`src/rtl/siete_seg_pkg.sv`:
```
// rtl/siete_seg_pkg.sv - segment constants, hex decode table and scan FSM states
// Segment order is {a,b,c,d,e,f,g}; a 0 lights the segment (common-anode display).
package siete_seg_pkg;

    localparam logic [6:0] SEG_OFF = 7'h7F;

    localparam logic [6:0] SEG_0 = 7'b0000001;
    localparam logic [6:0] SEG_1 = 7'b1001111;
    localparam logic [6:0] SEG_2 = 7'b0010010;
    localparam logic [6:0] SEG_3 = 7'b0000110;
    localparam logic [6:0] SEG_4 = 7'b1001100;
    localparam logic [6:0] SEG_5 = 7'b0100100;
    localparam logic [6:0] SEG_6 = 7'b0100000;
    localparam logic [6:0] SEG_7 = 7'b0001111;
    localparam logic [6:0] SEG_8 = 7'b0000000;
    localparam logic [6:0] SEG_9 = 7'b0000100;
    localparam logic [6:0] SEG_A = 7'b0001000;
    localparam logic [6:0] SEG_B = 7'b1100000;
    localparam logic [6:0] SEG_C = 7'b0110001;
    localparam logic [6:0] SEG_D = 7'b1000010;
    localparam logic [6:0] SEG_E = 7'b0110000;
    localparam logic [6:0] SEG_F = 7'b0111000;

    // Packed so that SEG_TABLE[n] is the code for nibble n.
    localparam logic [15:0][6:0] SEG_TABLE = {
        SEG_F, SEG_E, SEG_D, SEG_C, SEG_B, SEG_A, SEG_9, SEG_8,
        SEG_7, SEG_6, SEG_5, SEG_4, SEG_3, SEG_2, SEG_1, SEG_0
    };

    typedef enum logic {
        ST_DEAD  = 1'b0,
        ST_DRIVE = 1'b1
    } scan_state_e;

    function automatic logic [6:0] hex_a_7seg(input logic [3:0] nibble);
        return SEG_TABLE[nibble];
    endfunction

endpackage

```
`src/rtl/decodificador_7seg.sv`:
```
// rtl/decodificador_7seg.sv - combinational hex nibble to active-low segment decoder
module decodificador_7seg
    import siete_seg_pkg::*;
(
    input  logic [3:0] nibble_i,
    output logic [6:0] seg_o
);

    assign seg_o = hex_a_7seg(nibble_i);

endmodule

```
`src/rtl/siete_segmento_mux.sv`:
```
// rtl/siete_segmento_mux.sv - multiplexed N-digit 7-segment driver with blanking and blink
// Outputs are registered from next-state values so they line up with the scan counters.
module siete_segmento_mux
    import siete_seg_pkg::*;
#(
    parameter int N_DIG        = 4,
    parameter int DIV          = 50000,
    parameter int BLINK_FRAMES = 64
) (
    input  logic               clk,
    input  logic               rst,
    input  logic               load,
    input  logic [4*N_DIG-1:0] value,
    input  logic [N_DIG-1:0]   dp_in,
    input  logic               blank_lz,
    input  logic [N_DIG-1:0]   blink_en,
    output logic [6:0]         SSeg,
    output logic               dp,
    output logic [N_DIG-1:0]   an,
    output logic               frame
);

    localparam int PW = $clog2(DIV);
    localparam int IW = (N_DIG > 1) ? $clog2(N_DIG) : 1;
    localparam int BW = (BLINK_FRAMES > 1) ? $clog2(BLINK_FRAMES) : 1;
    localparam logic [PW-1:0] PC_LAST  = PW'(DIV - 1);
    localparam logic [IW-1:0] IDX_LAST = IW'(N_DIG - 1);
    localparam logic [BW-1:0] BC_LAST  = BW'(BLINK_FRAMES - 1);

    logic [PW-1:0]      pc_q, pc_d;
    logic [IW-1:0]      idx_q, idx_d;
    logic [BW-1:0]      bc_q, bc_d;
    logic               phase_q, phase_d;
    logic [4*N_DIG-1:0] shadow_val_q, shadow_val_d;
    logic [N_DIG-1:0]   shadow_dp_q, shadow_dp_d;
    logic [4*N_DIG-1:0] disp_val_q, disp_val_d;
    logic [N_DIG-1:0]   disp_dp_q, disp_dp_d;
    scan_state_e        state_q, state_d;
    logic [6:0]         sseg_q, sseg_d;
    logic               dp_q, dp_d;
    logic [N_DIG-1:0]   an_q, an_d;
    logic               frame_q, frame_d;

    logic               slot_end;
    logic               scan_end;
    logic               lz_run;
    logic [N_DIG-1:0]   lz_blank;
    logic [3:0]         nib_sel;
    logic               dp_sel;
    logic               blank_sel;
    logic [6:0]         seg_dec;

    // Scan counters, blink phase and the shadow/display double buffer.
    always_comb begin
        slot_end = (pc_q == PC_LAST);
        scan_end = slot_end && (idx_q == IDX_LAST);
        pc_d     = slot_end ? '0 : pc_q + 1'b1;
        idx_d    = idx_q;
        if (slot_end) begin
            idx_d = (idx_q == IDX_LAST) ? '0 : idx_q + 1'b1;
        end
        bc_d    = bc_q;
        phase_d = phase_q;
        if (scan_end) begin
            if (bc_q == BC_LAST) begin
                bc_d    = '0;
                phase_d = ~phase_q;
            end else begin
                bc_d = bc_q + 1'b1;
            end
        end
        shadow_val_d = load ? value : shadow_val_q;
        shadow_dp_d  = load ? dp_in : shadow_dp_q;
        disp_val_d   = disp_val_q;
        disp_dp_d    = disp_dp_q;
        // Using shadow_*_d lets a load on the last scan cycle reach the display directly.
        if (scan_end) begin
            disp_val_d = shadow_val_d;
            disp_dp_d  = shadow_dp_d;
        end
        frame_d = scan_end;
    end

    // Leading-zero mask scanned from the top digit down, then the digit mux.
    always_comb begin
        lz_run   = 1'b1;
        lz_blank = '0;
        for (int i = N_DIG - 1; i >= 0; i--) begin
            lz_run      = lz_run && (disp_val_d[4*i +: 4] == 4'h0);
            lz_blank[i] = blank_lz && lz_run && (i != 0);
        end
        nib_sel   = 4'h0;
        dp_sel    = 1'b0;
        blank_sel = 1'b0;
        for (int i = 0; i < N_DIG; i++) begin
            if (idx_d == IW'(i)) begin
                nib_sel   = disp_val_d[4*i +: 4];
                dp_sel    = disp_dp_d[i];
                blank_sel = lz_blank[i] || (phase_d && blink_en[i]);
            end
        end
    end

    decodificador_7seg u_dec (
        .nibble_i (nib_sel),
        .seg_o    (seg_dec)
    );

    always_comb begin
        state_d = state_q;
        case (state_q)
            ST_DEAD:  state_d = ST_DRIVE;
            ST_DRIVE: state_d = slot_end ? ST_DEAD : ST_DRIVE;
            default:  state_d = ST_DEAD;
        endcase
        an_d   = '1;
        sseg_d = SEG_OFF;
        dp_d   = 1'b1;
        if ((state_d == ST_DRIVE) && !blank_sel) begin
            for (int i = 0; i < N_DIG; i++) begin
                if (idx_d == IW'(i)) begin
                    an_d[i] = 1'b0;
                end
            end
            sseg_d = seg_dec;
            dp_d   = ~dp_sel;
        end
    end

    always_ff @(posedge clk) begin
        if (rst) begin
            pc_q         <= '0;
            idx_q        <= '0;
            bc_q         <= '0;
            phase_q      <= 1'b0;
            shadow_val_q <= '0;
            shadow_dp_q  <= '0;
            disp_val_q   <= '0;
            disp_dp_q    <= '0;
            state_q      <= ST_DEAD;
            sseg_q       <= SEG_OFF;
            dp_q         <= 1'b1;
            an_q         <= '1;
            frame_q      <= 1'b0;
        end else begin
            pc_q         <= pc_d;
            idx_q        <= idx_d;
            bc_q         <= bc_d;
            phase_q      <= phase_d;
            shadow_val_q <= shadow_val_d;
            shadow_dp_q  <= shadow_dp_d;
            disp_val_q   <= disp_val_d;
            disp_dp_q    <= disp_dp_d;
            state_q      <= state_d;
            sseg_q       <= sseg_d;
            dp_q         <= dp_d;
            an_q         <= an_d;
            frame_q      <= frame_d;
        end
    end

    assign SSeg  = sseg_q;
    assign dp    = dp_q;
    assign an    = an_q;
    assign frame = frame_q;

endmodule
```
`config.mk`:
```
export PLATFORM = sky130hd
export DESIGN_NAME = siete_segmento_mux
export DESIGN_NICKNAME = d
export VERILOG_FILES = /design/src/rtl/siete_seg_pkg.sv /design/src/rtl/decodificador_7seg.sv /design/src/rtl/siete_segmento_mux.sv
export SDC_FILE = /design/constraint.sdc
export NUM_CORES = 1
export LEC_CHECK = 0
export ABC_AREA = 1
export BUFFER_PORTS_ARGS = -buffer_cell sky130_fd_sc_hd__buf_2
export CELL_PAD_IN_SITES_DETAIL_PLACEMENT = 1
export CELL_PAD_IN_SITES_GLOBAL_PLACEMENT = 2
export CORE_UTILIZATION = 36
export CTS_CLUSTER_SIZE = 25
export DETAILED_ROUTE_END_ITERATION = 12
export GPL_TIMING_DRIVEN = 0
export HOLD_SLACK_MARGIN = 0.05
export MAX_ROUTING_LAYER = met4
export PLACE_DENSITY_LB_ADDON = 0.05
export SLEW_MARGIN = 20
export SYNTH_ARGS = -nofsm -noshare
export SYNTH_HDL_FRONTEND = slang
export SYNTH_SLANG_ARGS = --single-unit
```
`constraint.sdc`:
```
create_clock -name clk -period 8.1 [get_ports clk]
set_clock_uncertainty 0.15 [all_clocks]
set_input_delay 0.81 -clock clk [delete_from_list [all_inputs] [get_ports clk]]
set_output_delay 0.81 -clock clk [all_outputs]
set_load 0.01 [all_outputs]
```
==> key figures <==
Outcome
  • Outcome: finished clean

Logic synthesis
  • Sequential fraction of the synthesis area: 0.406
  • Post-synthesis cell type with the largest combined area: dfxtp_1
  • Largest family of logic cells by synthesized area: simple AND/OR/NAND/NOR gates
  • Syn Std Cell Area: 3890 µm²
  • Ys Warns: 0
  • Ys async rst share: 0
  • Synth Register Bits: 79
  • Post-synthesis mux area share: 0.0257
  • Main flop type after synthesis: dfxtp_1
  • Avg Inst Size Synth: 7.16 µm²
  • Simple-Gate Fraction of Synth Area: 0.395
  • Mapped Cells: 544
  • Top cells by area, synth: dfxtp_1 (41%), nand2_1 (14%), nor2_1 (8.3%)
  • Top-count cell post-synth: nand2_1
  • Post-synth EDFFs: 0
  • Fraction of synthesized cell area in xor and xnor cells: 0.0112
  • Commonest cells in the netlist: nand2_1 (141), nor2_1 (86), dfxtp_1 (79), inv_1 (64), nand3_1 (22)
  • Adder-cell share of the synthesized area: 0.0257
  • Post-Syn Nets: 580
  • Compound-Gate Fraction of Synth Area: 0.0485
  • Share of the synthesized area in the top cell type: 0.406
  • Netlist cell types: 35

Place
  • Port bufs: 39
  • Post-detail-place hpwl: 7640 µm
  • DP Area: around 4300 µm²
  • RD Place Congestion: 0.791

STA
  • Slew HR: 0.611
  • Fin. max-slew vios: 0
  • Final Hold Fails: 0
  • Part of the cycle the worst path needs: 0.390
  • Fmax: around 320 MHz
  • Setup-failing EPs final: 0
  • Setup TNS: 0 ns
  • Min Tclk post-route: between 3 and 4 ns
  • RSZ-0062 raised after global routing: false
  • Worst Tran Pin Value: 0.583 ns
  • Final hold slack: 0.322 ns

Layout
  • Area delta synth->final: 14.5%
  • Share of layout cells above drive strength 1: 0.180
  • Post-Layout Inst Area: between 4000 and 5000 µm²
  • Finished Core Util: 0.428
  • Layout net count: 630
  • Diodes inserted: 0

Global route
  • Pin count of the biggest net entering global routing: 15
  • Initial antenna violation count: 0
  • Vias in the first global route: 3525
  • Tot GR Track Use: 0.201
  • Met1 usage: 0.270
  • Gr ovfl total: 0
  • Busiest grt layer: met2
  • Met3 Track Usage GR: 0.0276
  • First-pass GRT wire length: 17100 µm
  • GRT met2 Usage: 0.305

Setup path
  • Crit Path Category: reg2reg
  • Slowest CP cell: dfxtp_1
  • Worst EP arrival: around 3.3 ns
  • CP dominant cell by count: nand2_1
  • Crit path required time: approximately 8 ns
  • Critical path fanouts, max: 10
  • Worst Setup SP: pc_q[0]
  • Critical Path Sink Type: flip-flop
  • Critical Path Start Type: flip-flop
  • Worst path cell trace: ha_1, nand3_2, nor2_8, nand3_4, buf_6, nand2_1, o21ai_0, nand2_1, nand3_1, nor2_1, inv_1, ha_1, nand2_1, nand2_1, o21ai_1, nand2_2
  • Slowest stage delay, CP: about 0.38 ns
  • Worst r2r src: pc_q[0]

Hold path
  • Worst hold path startpoint: pc_q[0]
  • Class of the worst hold path: reg2reg

Power and ir drop
  • Peak supply drop: between 0.07 and 0.08 mV
  • Pwr dens: 167 nW/µm²
  • Net Sw Power: between 150 and 200 µW
  • Clock share of power: 0.402
  • Cell-internal power: roughly 560 µW
  • Sequential share of power: 0.540
  • Design Power: around 740 µW
  • Static leakage: around 2.1 nW
  • Sw Ratio: 0.250
  • Part of the power in combinational logic: 0.058

Floorplan
  • Die width: 106 µm
  • Placeable Area: 10400 µm²
  • Row Count: 37
  • Die area: roughly 11000 µm²
  • Die extent in y: roughly 110 µm
  • Ports: 41
  • Initial Util: 0.374

Route
  • Drt total wl: between 9000 and 10000 µm
  • Number of iterations in the first detailed-routing pass: 4
  • Drt initial violations: 125
  • DR WL/cell: 13.5 µm
  • Detailed-route via count: 3429
  • Final ANT Viol Nets: 0
  • DRC Markers: 0
  • Via density per instance: 4.67

Clocking
  • CTS resizes: 0
  • Postcts setup bufs: 0
  • Clock Sinks: 79
  • CTS tree: done
  • CTS root buffer: clkbuf_8
  • Clock Pin Slew Worst Setup and Hold Paths: 0.09 ns
  • Clock Tree Buf Depth: 2
  • Cts bufs inserted: 9
  • Worst-Skew Late Latency: 0.36 ns
  • H-tree Lvls: 3
  • Hold buffers post-CTS: 0

Job
  • Max-cap violations: 0
## final timing paths
check | endpoint | slack, ns | cells past startpoint
setup / recovery | SSeg[1] | 4.94 | 16
hold / removal | pc_q[0] | 0.32 | 1
setup reg to reg | SSeg[1] | 4.94 | 16
hold reg to reg | pc_q[0] | 0.32 | 1
## cell usage in the layout (no fill, tap or decap), types with 6 or more instances in the layout
master / Yosys / routed
o21ai_0: 19 / 19
nand3_1: 22 / 22
nand2_2: 17 / 17
nor2_2: 7 / 7
nor2_1: 86 / 86
mux2i_1: 10 / 10
nor3b_1: 6 / 6
dfxtp_1: 79 / 79
ha_1: 8 / 8
a21oi_1: 9 / 9
buf_2: 3 / 42
nand2_1: 141 / 141
clkbuf_8: 0 / 9
inv_1: 64 / 64
nor3_1: 8 / 8
nand4_1: 13 / 13
## per-stage QoR
step           cells  worst slack, ns
5_1_grt          735             4.63
6_report         735             4.94
4_1_cts          735             4.89
3_5_place_dp     719             4.88
2_1_floorplan    544             5.42
3_3_place_gp     719             4.96
## metal layers
layer  wire, µm  up-vias
li1           -     1794
met1       5130     1569
met2       4290       54
met3        329       12
met4        172        0
met5          0        -
## flip-flops by register name (all words and copies together), names as in the netlist, 2 cells and up
register,cells
pc_q,16
bc_q,6
SSeg,7
shadow_dp_q,4
shadow_val_q,16
idx_q,2
disp_val_q,16
an,4
disp_dp_q,4
## layout make-up
cell class / count / area (µm²)
timing repair buffer: 39 / 195
sequential: 79 / 1580
clock buffer: 9 / 124
fill: 1383 / 5960
multi-input combinational: 381 / 1970
clock inverter: 7 / 73.8
tap: 136 / 170
inverter: 70 / 263
buffer: 14 / 78.8
## power groups by stage
stage / registers [mW] / logic, mW / clock network (mW)
2_1_floorplan: 0.411 / 0.0242 / 0
3_3_place_gp: 0.410 / 0.0426 / 0
3_5_place_dp: 0.411 / 0.0440 / 0
4_1_cts: 0.402 / 0.0442 / 0.310
5_1_grt: 0.403 / 0.0493 / 0.327
6_report: 0.401 / 0.0428 / 0.298
## logic make-up (layout without fill, tap and decap cells)
family,Yosys count,after routing
AO/OA/AOI/OAI,36,36
buffers and inverters,84,139
multiplexers,10,10
adder cells (fa/ha/maj),8,8
flip-flops,79,79
XOR/XNOR,5,5
AND/OR/NAND/NOR,322,322
## critical path, delay by kind of cell (launching register included)
family | cells | cell delay [ns]
AO/OA/AOI/OAI | 2 | 0.28
AND/OR/NAND/NOR | 10 | 1.45
flip-flops | 1 | 0.38
buffers and inverters | 2 | 0.35
adder cells (fa/ha/maj) | 2 | 0.44
No activity file was read; power rests on OpenSTA's default activity.
